File: config.mk
export PLATFORM = sky130hd
export DESIGN_NAME = lcd1602_controller_flat
export DESIGN_NICKNAME = d
export VERILOG_FILES = /design/src/rtl/lcd1602_pkg.sv /design/src/rtl/lcd1602_if.sv /design/src/rtl/lcd1602_msg_rom.sv /design/src/rtl/lcd1602_controller.sv /design/src/flat_wrapper.sv
export SDC_FILE = /design/constraint.sdc
export NUM_CORES = 1
export LEC_CHECK = 0
export BUFFER_PORTS_ARGS = -buffer_cell sky130_fd_sc_hd__buf_2
export CAP_MARGIN = 30
export CORE_UTILIZATION = 50
export CTS_CLUSTER_SIZE = 14
export DETAILED_ROUTE_END_ITERATION = 8
export PLACE_DENSITY = 0.68
export RECOVER_POWER = 100
export REMOVE_ABC_BUFFERS = 1
export SKIP_CTS_REPAIR_TIMING = 1
export SLEW_MARGIN = 25
export SYNTH_ARGS = -nofsm -noshare
export SYNTH_HDL_FRONTEND = slang
export SYNTH_HIERARCHICAL = 1
export SYNTH_SLANG_ARGS = --single-unit
File: constraint.sdc
create_clock -name clk -period 3.4 [get_ports clk]
set_input_delay 0 -clock clk [delete_from_list [all_inputs] [get_ports clk]]
set_output_delay 0 -clock clk [all_outputs]
set_load 0.05 [all_outputs]
File: src/rtl/lcd1602_pkg.sv
// Shared constants and state encoding for the HD44780 16x2 LCD controller.
package lcd1602_pkg;

    localparam logic [7:0] CMD_FUNC_SET   = 8'h38;
    localparam logic [7:0] CMD_DISP_ON    = 8'h0C;
    localparam logic [7:0] CMD_DISP_BLINK = 8'h0F;
    localparam logic [7:0] CMD_CLEAR      = 8'h01;
    localparam logic [7:0] CMD_ENTRY      = 8'h06;
    localparam logic [7:0] CMD_LINE1      = 8'h80;
    localparam logic [7:0] CMD_LINE2      = 8'hC0;
    localparam logic [7:0] CMD_DYN_POS    = 8'hCF;

    localparam int MSG_LEN = 32;

    typedef enum logic [2:0] {
        ST_IDLE,
        ST_INIT,
        ST_CMD_L1,
        ST_TXT_L1,
        ST_CMD_L2,
        ST_TXT_L2,
        ST_DYN,
        ST_WAIT
    } state_e;

endpackage

File: src/rtl/lcd1602_if.sv
// Host-side control inputs and LCD pin outputs of the controller.
interface lcd1602_if;
    logic       ready_i;
    logic       message_change;
    logic [1:0] sel_msg;
    logic [7:0] data_in;
    logic       rs;
    logic       rw;
    logic       enable;
    logic [7:0] data;

    modport master (
        output ready_i, message_change, sel_msg, data_in,
        input  rs, rw, enable, data
    );

    modport slave (
        input  ready_i, message_change, sel_msg, data_in,
        output rs, rw, enable, data
    );
endinterface

File: src/rtl/lcd1602_msg_rom.sv
// Combinational 32-char message ROM; line 1 is chars 0..15, line 2 is 16..31.
module lcd1602_msg_rom
    import lcd1602_pkg::*;
#(
    parameter int NUM_MSG = 4
) (
    input  logic [1:0] sel,
    input  logic [4:0] idx,
    output logic [7:0] char
);

    localparam logic [8*MSG_LEN-1:0] MSG0 = {"LCD1602 READY   ", "KEYPAD:         "};
    localparam logic [8*MSG_LEN-1:0] MSG1 = {"SELECT MODE     ", "PRESS A-D       "};
    localparam logic [8*MSG_LEN-1:0] MSG2 = {"ENTER CODE      ", "CODE:           "};
    localparam logic [8*MSG_LEN-1:0] MSG3 = {"SYSTEM LOCKED   ", "WAIT...         "};

    logic [8*MSG_LEN-1:0] msg;
    logic [4:0]           ridx;

    always_comb begin
        msg = MSG0;
        // Indices beyond the populated message count fall back to message 0.
        if (32'(sel) < NUM_MSG) begin
            case (sel)
                2'd1:    msg = MSG1;
                2'd2:    msg = MSG2;
                2'd3:    msg = MSG3;
                default: msg = MSG0;
            endcase
        end
        ridx = 5'd31 - idx;
        char = msg[{ridx, 3'b000} +: 8];
    end

endmodule

File: src/rtl/lcd1602_controller.sv
// HD44780 16x2 write-only controller: init, 32-char ROM message, one live char at line 2 col 15.
// Define LCD_CURSOR_BLINK_EN to turn the cursor on with blink in the init sequence.
module lcd1602_controller
    import lcd1602_pkg::*;
#(
    parameter int DELAY_CYCLES = 50000,
    parameter int NUM_MSG      = 4
) (
    input logic       clk,
    input logic       reset,
    lcd1602_if.slave  bus
);

`ifdef LCD_CURSOR_BLINK_EN
    localparam logic [7:0] CMD_DISP = CMD_DISP_BLINK;
`else
    localparam logic [7:0] CMD_DISP = CMD_DISP_ON;
`endif

    localparam int              CW   = $clog2(DELAY_CYCLES);
    localparam logic [CW-1:0]   LAST = CW'(DELAY_CYCLES - 1);

    logic [CW-1:0] cnt_q;
    logic          tick;
    state_e        state_q, state_d, nxt_st;
    logic [4:0]    idx_q, idx_d, nxt_idx;
    logic          ph_q, ph_d;
    logic          rs_q, rs_d, en_q, en_d;
    logic [7:0]    data_q, data_d;
    logic [1:0]    msel_q, msel_d;
    logic [7:0]    last_q, last_d;
    logic          pend_q, pend_d;
    logic          emit, consume, b_rs;
    logic [7:0]    b_val, init_byte, rom_char;

    assign tick       = (cnt_q == LAST);
    assign bus.rs     = rs_q;
    assign bus.rw     = 1'b0;
    assign bus.enable = en_q;
    assign bus.data   = data_q;

    lcd1602_msg_rom #(.NUM_MSG(NUM_MSG)) u_rom (
        .sel  (msel_q),
        .idx  (idx_q),
        .char (rom_char)
    );

    always_comb begin
        case (idx_q[1:0])
            2'd0:    init_byte = CMD_FUNC_SET;
            2'd1:    init_byte = CMD_DISP;
            2'd2:    init_byte = CMD_CLEAR;
            default: init_byte = CMD_ENTRY;
        endcase
    end

    always_ff @(posedge clk or negedge reset) begin
        if (!reset) begin
            cnt_q   <= '0;
            state_q <= ST_IDLE;
            idx_q   <= '0;
            ph_q    <= 1'b0;
            rs_q    <= 1'b0;
            en_q    <= 1'b0;
            data_q  <= 8'h00;
            msel_q  <= 2'd0;
            last_q  <= 8'h20;
            pend_q  <= 1'b0;
        end else begin
            cnt_q   <= tick ? '0 : cnt_q + 1'b1;
            state_q <= state_d;
            idx_q   <= idx_d;
            ph_q    <= ph_d;
            rs_q    <= rs_d;
            en_q    <= en_d;
            data_q  <= data_d;
            msel_q  <= msel_d;
            last_q  <= last_d;
            pend_q  <= pend_d;
        end
    end

    always_comb begin
        state_d = state_q;
        idx_d   = idx_q;
        ph_d    = ph_q;
        rs_d    = rs_q;
        en_d    = en_q;
        data_d  = data_q;
        msel_d  = msel_q;
        last_d  = last_q;
        consume = 1'b0;
        emit    = 1'b1;
        b_rs    = 1'b0;
        b_val   = 8'h00;
        nxt_st  = state_q;
        nxt_idx = idx_q + 5'd1;

        // Byte source for the current state and where to go after its falling edge.
        case (state_q)
            ST_INIT: begin
                b_val = init_byte;
                if (idx_q == 5'd3) begin
                    nxt_st  = ST_CMD_L1;
                    nxt_idx = 5'd0;
                end
            end
            ST_CMD_L1: begin
                b_val   = CMD_LINE1;
                nxt_st  = ST_TXT_L1;
                nxt_idx = 5'd0;
            end
            ST_TXT_L1: begin
                b_rs  = 1'b1;
                b_val = rom_char;
                if (idx_q == 5'd15) begin
                    nxt_st  = ST_CMD_L2;
                    nxt_idx = 5'd0;
                end
            end
            ST_CMD_L2: begin
                b_val   = CMD_LINE2;
                nxt_st  = ST_TXT_L2;
                nxt_idx = 5'd16;
            end
            ST_TXT_L2: begin
                b_rs  = 1'b1;
                b_val = rom_char;
                if (idx_q == 5'd30) begin
                    nxt_st  = ST_DYN;
                    nxt_idx = 5'd0;
                end
            end
            ST_DYN: begin
                if (idx_q == 5'd0) begin
                    b_val = CMD_DYN_POS;
                end else begin
                    b_rs    = 1'b1;
                    b_val   = bus.data_in;
                    nxt_st  = ST_WAIT;
                    nxt_idx = 5'd0;
                end
            end
            ST_WAIT: begin
                // The clear command is the only byte WAIT emits; ph_q keeps it alive for phase 2.
                emit    = ph_q | pend_q;
                b_val   = CMD_CLEAR;
                nxt_st  = ST_CMD_L1;
                nxt_idx = 5'd0;
            end
            default: emit = 1'b0;
        endcase

        if (tick) begin
            if (emit && !ph_q) begin
                rs_d   = b_rs;
                data_d = b_val;
                en_d   = 1'b1;
                ph_d   = 1'b1;
                if (state_q == ST_DYN && idx_q != 5'd0) last_d = bus.data_in;
                if (state_q == ST_WAIT) consume = 1'b1;
            end else if (emit) begin
                en_d    = 1'b0;
                ph_d    = 1'b0;
                state_d = nxt_st;
                idx_d   = nxt_idx;
                if (nxt_st == ST_CMD_L1) msel_d = bus.sel_msg;
            end else if (state_q == ST_IDLE) begin
                if (bus.ready_i) begin
                    state_d = ST_INIT;
                    idx_d   = 5'd0;
                end
            end else if (state_q == ST_WAIT && bus.data_in != last_q) begin
                state_d = ST_DYN;
                idx_d   = 5'd0;
            end
        end

        pend_d = bus.message_change | (pend_q & ~consume);
    end

endmodule

File: src/flat_wrapper.sv
// flat-port wrapper written by rule: the top's interface ports become plain ports
module lcd1602_controller_flat import lcd1602_pkg::*;
#(
    parameter int DELAY_CYCLES = 50000,
    parameter int NUM_MSG      = 4
)
  (clk, reset, bus_ready_i, bus_message_change, bus_sel_msg, bus_data_in, bus_rs, bus_rw, bus_enable, bus_data);
  lcd1602_if bus_i ();
  input logic clk;
  input logic reset;
  input wire logic [$bits(bus_i.ready_i)-1:0] bus_ready_i;
  input wire logic [$bits(bus_i.message_change)-1:0] bus_message_change;
  input wire logic [$bits(bus_i.sel_msg)-1:0] bus_sel_msg;
  input wire logic [$bits(bus_i.data_in)-1:0] bus_data_in;
  output wire logic [$bits(bus_i.rs)-1:0] bus_rs;
  output wire logic [$bits(bus_i.rw)-1:0] bus_rw;
  output wire logic [$bits(bus_i.enable)-1:0] bus_enable;
  output wire logic [$bits(bus_i.data)-1:0] bus_data;
  assign bus_i.ready_i = bus_ready_i;
  assign bus_i.message_change = bus_message_change;
  assign bus_i.sel_msg = bus_sel_msg;
  assign bus_i.data_in = bus_data_in;
  assign bus_rs = bus_i.rs;
  assign bus_rw = bus_i.rw;
  assign bus_enable = bus_i.enable;
  assign bus_data = bus_i.data;
  lcd1602_controller #(.DELAY_CYCLES(DELAY_CYCLES), .NUM_MSG(NUM_MSG)) u_core (.clk(clk), .reset(reset), .bus(bus_i));
endmodule
==> out/qor.yml <==
outcome: "complete, but fails checks"
violations: "max-capacitance violations"
syn_area_per_cell_um2: 8.70
fin_skew_ns: 0.00713
synth_seq_area_share_pct: 29.8
setup-violations-final: 0
ios: 25
ys_warn_count: 6
drv_slew: 0
clockRootBuffer: "clkbuf_8"
antenna_cells: 0
worstSetupPathType: "flop to flop"
worst_pin_slew_ns: 1.49
gp_congestion: 0.955
multi_input_area_um2: 2300
period_share_pct: 85.7
initialDrtViolationCount: 309
dp_hpwl_um: 6440
clkSinkCount: 45
ir_drop_uv: 221
die_y_um: 89.0
grt_max_degree: 37
crit_chain: "or3_1 -> nor3b_1 -> nor3b_1 -> and2_0 -> o21ai_0"
crit_slowest_cell: "nor3b_1"
static-leakage-power_nw: 1.68
chipWidth_um: 89.0
yosysTopAreaCell: "dfrtp_1"
grtUsageTotal_pct: 23.0
clock.fmax_mhz: 343
worstPathRequired_ns: 3.55
start_util_pct: 51.9
fill_cells: 720
synthFlopType: "dfrtp_1"
seq_area_um2: 1130
dieArea_um2: 7920
cts_tree: "yes"
io_buffers: 23
layout_common_cells: "44 x dfrtp_1, 38 x nand2_1, 36 x nor2_1"
whs_ns: 0.000380
synthCells: 435
nets: 484
synth_area_um2: 3780
synth_edf_count: 0
dr.pass1.iters: 5
critPathMaxFanout: 18
grt_antenna_before_repair: 0
wl_per_cell_um: 15.9
worst_setup_path_end_kind: "flop"
drtAntennaViolNets: 0
synthArstFlopShare_pct: 100
cp.arrival_ns: 3.06
grt_setup_unrepaired: "false"
cts_max_path_buffers: 2
total_power_mw: 0.970
clk_latency_ns: 0.29
core-area_um2: 7290
synthDistinctLibCells: 86
synth_top_area_share_pct: 29.1
rows: 31
drt_wl_total_um: 8840
hold_viol_final: 0
relSlewSlack_pct: 0.434
p_per_area_nw_per_um2: 242
synthTopCellsByArea: "dfrtp_1 29%, ha_1 5.0%, mux2_2 3.9%"
drcViolationCount: 0
ys_seq_elements: 45
overflow: 0
period_needed_ns: 2.91
tns_ns: 0
hold_class: "input pin to flop"
cts_buffers: 5
cts_max_level: 2
vias: 3349
cp_slowest_stage_delay_ns: 0.71
drive_gt1_share_pct: 13.2
startpoint_type: "flop"
first_global_vias: 2882
vias_per_cell: 6.03
maxCapViolCount: 1
area_growth_pct: 5.92
path_common_cell: "nor3b_1"
grt_pass1_wl_um: 14100
mostFrequentLayoutCell: "dfrtp_1"
clk_pin_slew_ns: 0.08
## cell usage after synthesis (all sizes together), types with 6 or more instances
cell,n
xnor2,13
nor3,8
nor2,37
nand3,20
nand4,6
a22oi,6
clkbuf,8
ha,15
dfrtp,44
a31oi,10
nand2b,9
o211ai,7
buf,25
o21ai,28
a21oi,22
nand2,39
o31ai,6
inv,18
mux2,13
xor2,9
## report_power, final
| group | leakage, nW | switching, mW | internal (mW) | total [mW] |
|---|---|---|---|---|
| Clock | 0.0385 | 0.173 | 0.145 | 0.318 |
| Sequential | 0.515 | 0.00398 | 0.542 | 0.546 |
| Combinational | 1.12 | 0.0607 | 0.0448 | 0.105 |
| Total | 1.68 | 0.238 | 0.732 | 0.970 |
## area by class of cell
type,instances,area share (%)
clock buffer,7,1.91
clock inverter,1,0.187
sequential,45,28.1
tap,99,3.09
multi-input combinational,339,57.5
inverter,18,1.69
timing repair buffer,46,7.50
## worst max-delay path: cells and delay by family (launching register included)
family | cells | cell delay [ns]
simple gates | 4 | 2.00
compound gates | 1 | 0.18
flops | 1 | 0.59
## path summary, 6_finish.rpt
| path | from | end | slack [ns] | cells past startpoint |
|---|---|---|---|---|
| worst max-delay path | u_core/state_q[1] | u_core/idx_q[1] | 0.49 | 5 |
| worst min-delay path | bus_data_in[4] | u_core/last_q[4] | 0.0004 | 2 |
| worst max register to register | u_core/state_q[1] | u_core/idx_q[1] | 0.49 | 5 |
| worst min register to register | u_core/cnt_q[0] | u_core/cnt_q[0] | 0.48 | 1 |
| max in group asynchronous | reset | u_core/cnt_q[10] | 1.14 | 3 |
| min in group asynchronous | reset | u_core/bus.data[6] | 0.37 | 2 |
## per-stage QoR
stage | std cells | utilization (%) | area, um^2 | setup WS, ns
floorplan | 402 | - | 3570 | 0.449
detailed placement | 537 | 53.9 | 3930 | 0.644
global placement | 536 | 53.6 | 3910 | 0.692
global route | 555 | 54.9 | 4010 | 0.262
CTS | 545 | 55.0 | 4010 | 0.623
finish | 555 | 54.9 | 4010 | 0.485
## layer usage
layer	up-vias	GRT usage (%)	wire length, um
met5	-	0	0
met1	1610	33.7	4230
met3	10	4.52	527
li1	1623	-	-
met2	106	35.5	3980
met4	0	4.18	98
## kinds of logic (layout without fill, tap and decap cells)
family	after synthesis	after routing	share of synthesized area (%)
adders and majority gates	15	15	4.96
AOI/OAI and AO/OA	128	128	25.4
buffers and inverters	51	72	7.44
other	2	2	0.199
muxes	16	16	4.66
DFF	45	45	29.8
xor gates and xnor gates	22	22	5.09
and+or+nand+nor	156	156	22.5
## sequential cells by signal (all words and copies together), names as in the netlist
signal / count
u_core/bus.enable: 1
u_core/pend_q: 1
u_core/cnt_q: 16
u_core/bus.data: 8
u_core/idx_q: 5
u_core/state_q: 3
u_core/bus.rs: 1
u_core/msel_q: 2
u_core/last_q: 8
Power figures use the tool's default switching activity.
